**config.mk**
```make
export PLATFORM = sky130hd
export DESIGN_NAME = clock_divider_multi_flat
export DESIGN_NICKNAME = d
export VERILOG_FILES = /design/src/rtl/clock_divider_multi_pkg.sv /design/src/rtl/clock_divider_multi_if.sv /design/src/rtl/clk_div_channel.sv /design/src/rtl/clock_divider_multi.sv /design/src/flat_wrapper.sv
export SDC_FILE = /design/constraint.sdc
export NUM_CORES = 1
export LEC_CHECK = 0
export CAP_MARGIN = 20
export CELL_PAD_IN_SITES_DETAIL_PLACEMENT = 0
export CELL_PAD_IN_SITES_GLOBAL_PLACEMENT = 1
export CORE_MARGIN = 10
export CORE_UTILIZATION = 53
export CTS_CLUSTER_SIZE = 10
export DETAILED_ROUTE_END_ITERATION = 16
export PLACE_DENSITY_LB_ADDON = 0.1
export RECOVER_POWER = 25
export SLEW_MARGIN = 30
export SYNTH_ARGS = -nofsm -noshare
export SYNTH_HDL_FRONTEND = slang
export SYNTH_HIERARCHICAL = 1
export SYNTH_SLANG_ARGS = --single-unit
```
**constraint.sdc**
```tcl
create_clock -name clk_in -period 4.56 [get_ports clk_in]
set_input_delay 0.684 -clock clk_in [delete_from_list [all_inputs] [get_ports clk_in]]
set_output_delay 0.684 -clock clk_in [all_outputs]
set_load 0.02 [all_outputs]
```
**src/rtl/clock_divider_multi_pkg.sv**
```systemverilog
// Shared types and constants for the multi-channel clock divider.
package clkdiv_pkg;

  localparam int unsigned DIV_W_DEFAULT = 8;
  localparam int unsigned DIV_STOP_MAX  = 1;

  typedef logic [DIV_W_DEFAULT-1:0] div_t;

  // Channel-select width, never narrower than one bit.
  function automatic int unsigned ch_width(input int unsigned n);
    return (n > 1) ? $clog2(n) : 1;
  endfunction

endpackage

```
**src/rtl/clock_divider_multi_if.sv**
```systemverilog
// Divisor configuration port: valid/ready write of one channel's divisor.
interface clock_divider_multi_if
  import clkdiv_pkg::*;
#(
  parameter int unsigned N_CH  = 4,
  parameter int unsigned DIV_W = DIV_W_DEFAULT
);

  localparam int unsigned CH_W = ch_width(N_CH);

  logic             cfg_valid;
  logic             cfg_ready;
  logic [CH_W-1:0]  cfg_ch;
  logic [DIV_W-1:0] cfg_div;

  modport master (
    output cfg_valid,
    output cfg_ch,
    output cfg_div,
    input  cfg_ready
  );

  modport slave (
    input  cfg_valid,
    input  cfg_ch,
    input  cfg_div,
    output cfg_ready
  );

endinterface

```
**src/rtl/clk_div_channel.sv**
```systemverilog
// One divider channel: counter, active/pending divisor and registered clk_out/tick.
module clk_div_channel
  import clkdiv_pkg::*;
#(
  parameter int unsigned DIV_W       = DIV_W_DEFAULT,
  parameter int unsigned DEFAULT_DIV = 2
) (
  input  logic             clk_in,
  input  logic             reset,
  input  logic             align,
  input  logic             wr_en,
  input  logic [DIV_W-1:0] wr_div,
  output logic             pend_vld,
  output logic             clk_out,
  output logic             tick
);

  logic [DIV_W-1:0] cnt_q, cnt_d;
  logic [DIV_W-1:0] div_q, div_d;
  logic [DIV_W-1:0] pend_div_q, pend_div_d;
  logic             pend_vld_q, pend_vld_d;
  logic             clk_out_q, clk_out_d;
  logic             tick_q, tick_d;
  logic             running, running_d, wrap;

  always_comb begin
    running    = div_q > DIV_W'(DIV_STOP_MAX);
    // A stopped channel wraps every edge so a pending divisor loads on the next one.
    wrap       = !running || align || (cnt_q == div_q - DIV_W'(1));
    div_d      = (wrap && pend_vld_q) ? pend_div_q : div_q;
    cnt_d      = wrap ? '0 : cnt_q + DIV_W'(1);
    pend_div_d = wr_en ? wr_div : pend_div_q;
    pend_vld_d = pend_vld_q;
    if (wrap) begin
      pend_vld_d = 1'b0;
    end
    if (wr_en) begin
      pend_vld_d = 1'b1;
    end
    running_d  = div_d > DIV_W'(DIV_STOP_MAX);
    clk_out_d  = running_d && (cnt_d < (div_d >> 1));
    tick_d     = running_d && wrap;
  end

  always_ff @(posedge clk_in or posedge reset) begin
    if (reset) begin
      cnt_q      <= DIV_W'(DEFAULT_DIV - 1);
      div_q      <= DIV_W'(DEFAULT_DIV);
      pend_div_q <= '0;
      pend_vld_q <= 1'b0;
      clk_out_q  <= 1'b0;
      tick_q     <= 1'b0;
    end else begin
      cnt_q      <= cnt_d;
      div_q      <= div_d;
      pend_div_q <= pend_div_d;
      pend_vld_q <= pend_vld_d;
      clk_out_q  <= clk_out_d;
      tick_q     <= tick_d;
    end
  end

  assign pend_vld = pend_vld_q;
  assign clk_out  = clk_out_q;
  assign tick     = tick_q;

endmodule

```
**src/rtl/clock_divider_multi.sv**
```systemverilog
// N independent run-time programmable clock dividers with a shared config port and align.
module clock_divider_multi
  import clkdiv_pkg::*;
#(
  parameter int unsigned N_CH        = 4,
  parameter int unsigned DIV_W       = DIV_W_DEFAULT,
  parameter int unsigned DEFAULT_DIV = 2
) (
  input  logic                clk_in,
  input  logic                reset,
  input  logic                align,
  clock_divider_multi_if.slave cfg,
  output logic [N_CH-1:0]     clk_out,
  output logic [N_CH-1:0]     tick
);

  localparam int unsigned CH_W = ch_width(N_CH);

  logic [N_CH-1:0] pend_vld;
  logic [N_CH-1:0] wr_en;
  logic            xfer;

  // Out-of-range channels keep the default ready so the write is swallowed.
  always_comb begin
    cfg.cfg_ready = 1'b1;
    for (int unsigned i = 0; i < N_CH; i++) begin
      if (cfg.cfg_ch == CH_W'(i)) begin
        cfg.cfg_ready = !pend_vld[i];
      end
    end
  end

  assign xfer = cfg.cfg_valid && cfg.cfg_ready;

  for (genvar i = 0; i < N_CH; i++) begin : g_ch
    assign wr_en[i] = xfer && (cfg.cfg_ch == CH_W'(i));

    clk_div_channel #(
      .DIV_W       (DIV_W),
      .DEFAULT_DIV (DEFAULT_DIV)
    ) u_ch (
      .clk_in   (clk_in),
      .reset    (reset),
      .align    (align),
      .wr_en    (wr_en[i]),
      .wr_div   (cfg.cfg_div),
      .pend_vld (pend_vld[i]),
      .clk_out  (clk_out[i]),
      .tick     (tick[i])
    );
  end

endmodule

```
**src/flat_wrapper.sv**
```systemverilog
// flat-port wrapper written by rule: the top's interface ports become plain ports
module clock_divider_multi_flat import clkdiv_pkg::*;
#(
  parameter int unsigned N_CH        = 4,
  parameter int unsigned DIV_W       = DIV_W_DEFAULT,
  parameter int unsigned DEFAULT_DIV = 2
)
  (clk_in, reset, align, clk_out, tick, cfg_cfg_valid, cfg_cfg_ch, cfg_cfg_div, cfg_cfg_ready);
  clock_divider_multi_if #(.N_CH(N_CH), .DIV_W(DIV_W)) cfg_i ();
  input  logic clk_in;
  input  logic reset;
  input  logic align;
  output logic [N_CH-1:0] clk_out;
  output logic [N_CH-1:0] tick;
  input wire logic [$bits(cfg_i.cfg_valid)-1:0] cfg_cfg_valid;
  input wire logic [$bits(cfg_i.cfg_ch)-1:0] cfg_cfg_ch;
  input wire logic [$bits(cfg_i.cfg_div)-1:0] cfg_cfg_div;
  output wire logic [$bits(cfg_i.cfg_ready)-1:0] cfg_cfg_ready;
  assign cfg_i.cfg_valid = cfg_cfg_valid;
  assign cfg_i.cfg_ch = cfg_cfg_ch;
  assign cfg_i.cfg_div = cfg_cfg_div;
  assign cfg_cfg_ready = cfg_i.cfg_ready;
  clock_divider_multi #(.N_CH(N_CH), .DIV_W(DIV_W), .DEFAULT_DIV(DEFAULT_DIV)) u_core (.clk_in(clk_in), .reset(reset), .align(align), .cfg(cfg_i), .clk_out(clk_out), .tick(tick));
endmodule
```
==> results.yml <==
status:
  status: "complete, no violations"
grt:
  grt-ovfl-total: 0
  grt_first_pass_wirelength_mm: 22.4
  grt_start_max_net_pins: 28
  antenna_found_initial: 0
  grt_pass1_vias: 4375
  track_usage: 0.166
clock_network:
  clkSlewWorstSetupHoldPaths_ns: 0.07
  post_cts_resized: 0
  postCtsSetupRepairBufs: 0
  cts.htree.levels: 3
  cts_buffer_depth: 2
  postCtsHoldBufs: 0
  cts_tree: "yes"
  cts_buffers: 9
  insertion_delay_ns: 0.35
  root_buffer: "clkbuf_16"
  clock_sinks: 108
floorplan:
  die_h_um: 129
  start_util: 0.545
  chipWidth_um: 129
  die_area_sq_um: 16500
  rows: 39
  pin_count: 23
  coreArea_sq_um: 11500
route:
  wl_per_cell_um: 17.8
  vias: 4425
  wl_mm: 13.5
  drc: 0
  via_per_inst: 5.87
  drt_pass1_iterations: 4
  drtAntennaViolNets: 0
  initialDrtViolationCount: 302
placement:
  gp_congestion: 0.838
  portBuffers: 22
  dpl.hpwl_mm: 10.2
run:
  maxCapViolations: 0
sta:
  finalSetupViolCount: 0
  fin_worst_skew_ns: 0.00461
  period_share: 0.755
  finalHoldViolCount: 0
  rsz0062_at_grt: "no"
  clock.fmax_mhz: 290
  tightest_slew_ns: 1.01
  maxSlewViolCount: 0
  setup_tns_ns: 0
  relSlewSlack: 0.326
  period_needed_ns: 3.44
final_layout:
  drive_gt1_frac: 0.137
  post-route-util: 0.604
  final_nets: 656
  n_antenna_cell: 0
  area_growth_pct: 10.8
  layout_commonest_cell: "dfrtp_1"
  mostFrequentLayoutCells: "dfrtp_1, inv_1, nor2_1"
critical_path:
  cp_slowest_cell: "o41a_1"
  start_kind: "register"
  rr_startpoint: "u_core/g_ch[1].u_ch/div_q[1]"
  critPathMaxStageDelay_ns: 0.66
  cp.required_ns: 4.81
  worstSetupPathType: "register to register"
  crit_arrival_ns: 3.70
  cp_common_cell: "ha_1"
  crit_chain: "inv_1, ha_1, xor2_1, nand4_1, o41a_1, mux2i_1, ha_1, a21oi_1, nor2b_1, o21ai_0, o211ai_1, a311oi_2"
  cp-end-kind: "register"
  critPathLaunch: "u_core/g_ch[1].u_ch/div_q[1]"
  path_max_fanout: 10
synthesis:
  synthArstFlopShare: 1.00
  synth_top_area_cell: "dfrtp_1"
  synthTopCellsByArea: "dfrtp_1, ha_1, mux2_2"
  synthCells: 583
  synth.avg_cell_area_sq_um: 10.7
  yosysWarnings: 6
  syn_area_sq_um: 6250
  syn_nets: 633
  synth.top_cell.area_share: 0.400
  synth_flop_cell: "dfrtp_1"
  ys_seq_elements: 108
  ys_seq_area_frac: 0.434
  ys_types: 43
  synth_edf_count: 0
min_path:
  hp-class: "register to register"
  holdCritStartpoint: "u_core/g_ch[1].u_ch/pend_div_q[0]"
pwr:
  p_leak_nw: 3.28
  p_total_mw: 3.92
  cellPowerDensity_nw_per_um2: 566
  vdd_drop_max_mv: 0.392
registers in the layout, summed over array words and instances, names as in the netlist:
signal / flops
u_core/g_ch.u_ch/div_q: 32
u_core/g_ch.u_ch/pend_div_q: 32
u_core/g_ch.u_ch/clk_out: 4
u_core/g_ch.u_ch/cnt_q: 32
u_core/g_ch.u_ch/tick: 4
u_core/g_ch.u_ch/pend_vld: 4
metal layers:
layer,track usage,up-vias,routed length [um]
met5,0,-,0
met4,0.0386,0,148
met3,0.0427,13,535
met2,0.259,78,6140
met1,0.228,2216,6630
li1,-,2118,-
worst paths after layout:
path                                                      to  slack (ns)  cells past startpoint
hold / removal                  u_core/g_ch[1].u_ch/div_q[0]        0.49                      1
setup / recovery                 u_core/g_ch[1].u_ch/clk_out        1.12                     12
hold reg to reg                 u_core/g_ch[1].u_ch/div_q[0]        0.49                      1
setup reg to reg                 u_core/g_ch[1].u_ch/clk_out        1.12                     12
max in group asynchronous       u_core/g_ch[3].u_ch/cnt_q[1]        2.80                      2
min in group asynchronous  u_core/g_ch[0].u_ch/pend_div_q[2]        1.14                      2
report_power, final:
part	switching, mW	internal (mW)	total [mW]
clock network	0.349	0.537	0.886
registers	0.402	1.25	1.65
logic	0.718	0.665	1.38
total	1.47	2.45	3.92
cells by family (layout without fill, tap and decap cells):
kind of cell / after synthesis / after routing / synth area share
simple gates: 165 / 165 / 0.146
buf+inv: 69 / 97 / 0.0510
flops: 108 / 108 / 0.434
fa+ha+maj: 36 / 36 / 0.0720
mux: 69 / 69 / 0.124
compound gates: 80 / 80 / 0.0945
xor+xnor: 56 / 56 / 0.0784
final cells by class:
type / count / area (sq um)
fill: 931 / 4540
multi-input combinational: 406 / 3230
sequential: 108 / 2710
timing repair buffer: 28 / 265
clock buffer: 10 / 229
inverter: 53 / 199
tap: 143 / 179
clock inverter: 6 / 113
synth_stat cells (8+ instances only):
cell type and n:
nand4_1 8, nand2b_1 8, mux2_2 32, nand3_1 12
ha_1 36, a21o_1 8, nor2b_1 8, nand2_1 9
o21ai_0 8, inv_1 53, dfstp_2 8, a21oi_1 20
dfrtp_1 100, buf_6 8, nor2_1 52, mux2_1 8
clkbuf_1 8, xor2_1 36, o211ai_1 8, mux2i_1 24
xnor2_1 20, nor3_1 13, nor4_1 16, and3_1 16
stage by stage:
stage	instances	hold WS [ns]	setup WS, ns	cell area, sq um
floorplan	583	0.454	1.47	6250
global placement	738	0.476	1.01	6580
detailed placement	738	0.478	0.933	6590
CTS	754	0.490	1.13	6930
global route	754	0.525	0.869	6930
finish	754	0.495	1.12	6930
critical path, delay by kind of cell, from the launching register on:
kind | cells | cell delay, ns
AO/OA/AOI/OAI | 5 | 1.46
XOR/XNOR | 1 | 0.16
adder cells (fa/ha/maj) | 2 | 0.56
buffers and inverters | 1 | 0.08
flip-flops | 1 | 0.60
multiplexers | 1 | 0.29
AND/OR/NAND/NOR | 2 | 0.20
(Power assumes the default switching activity.)
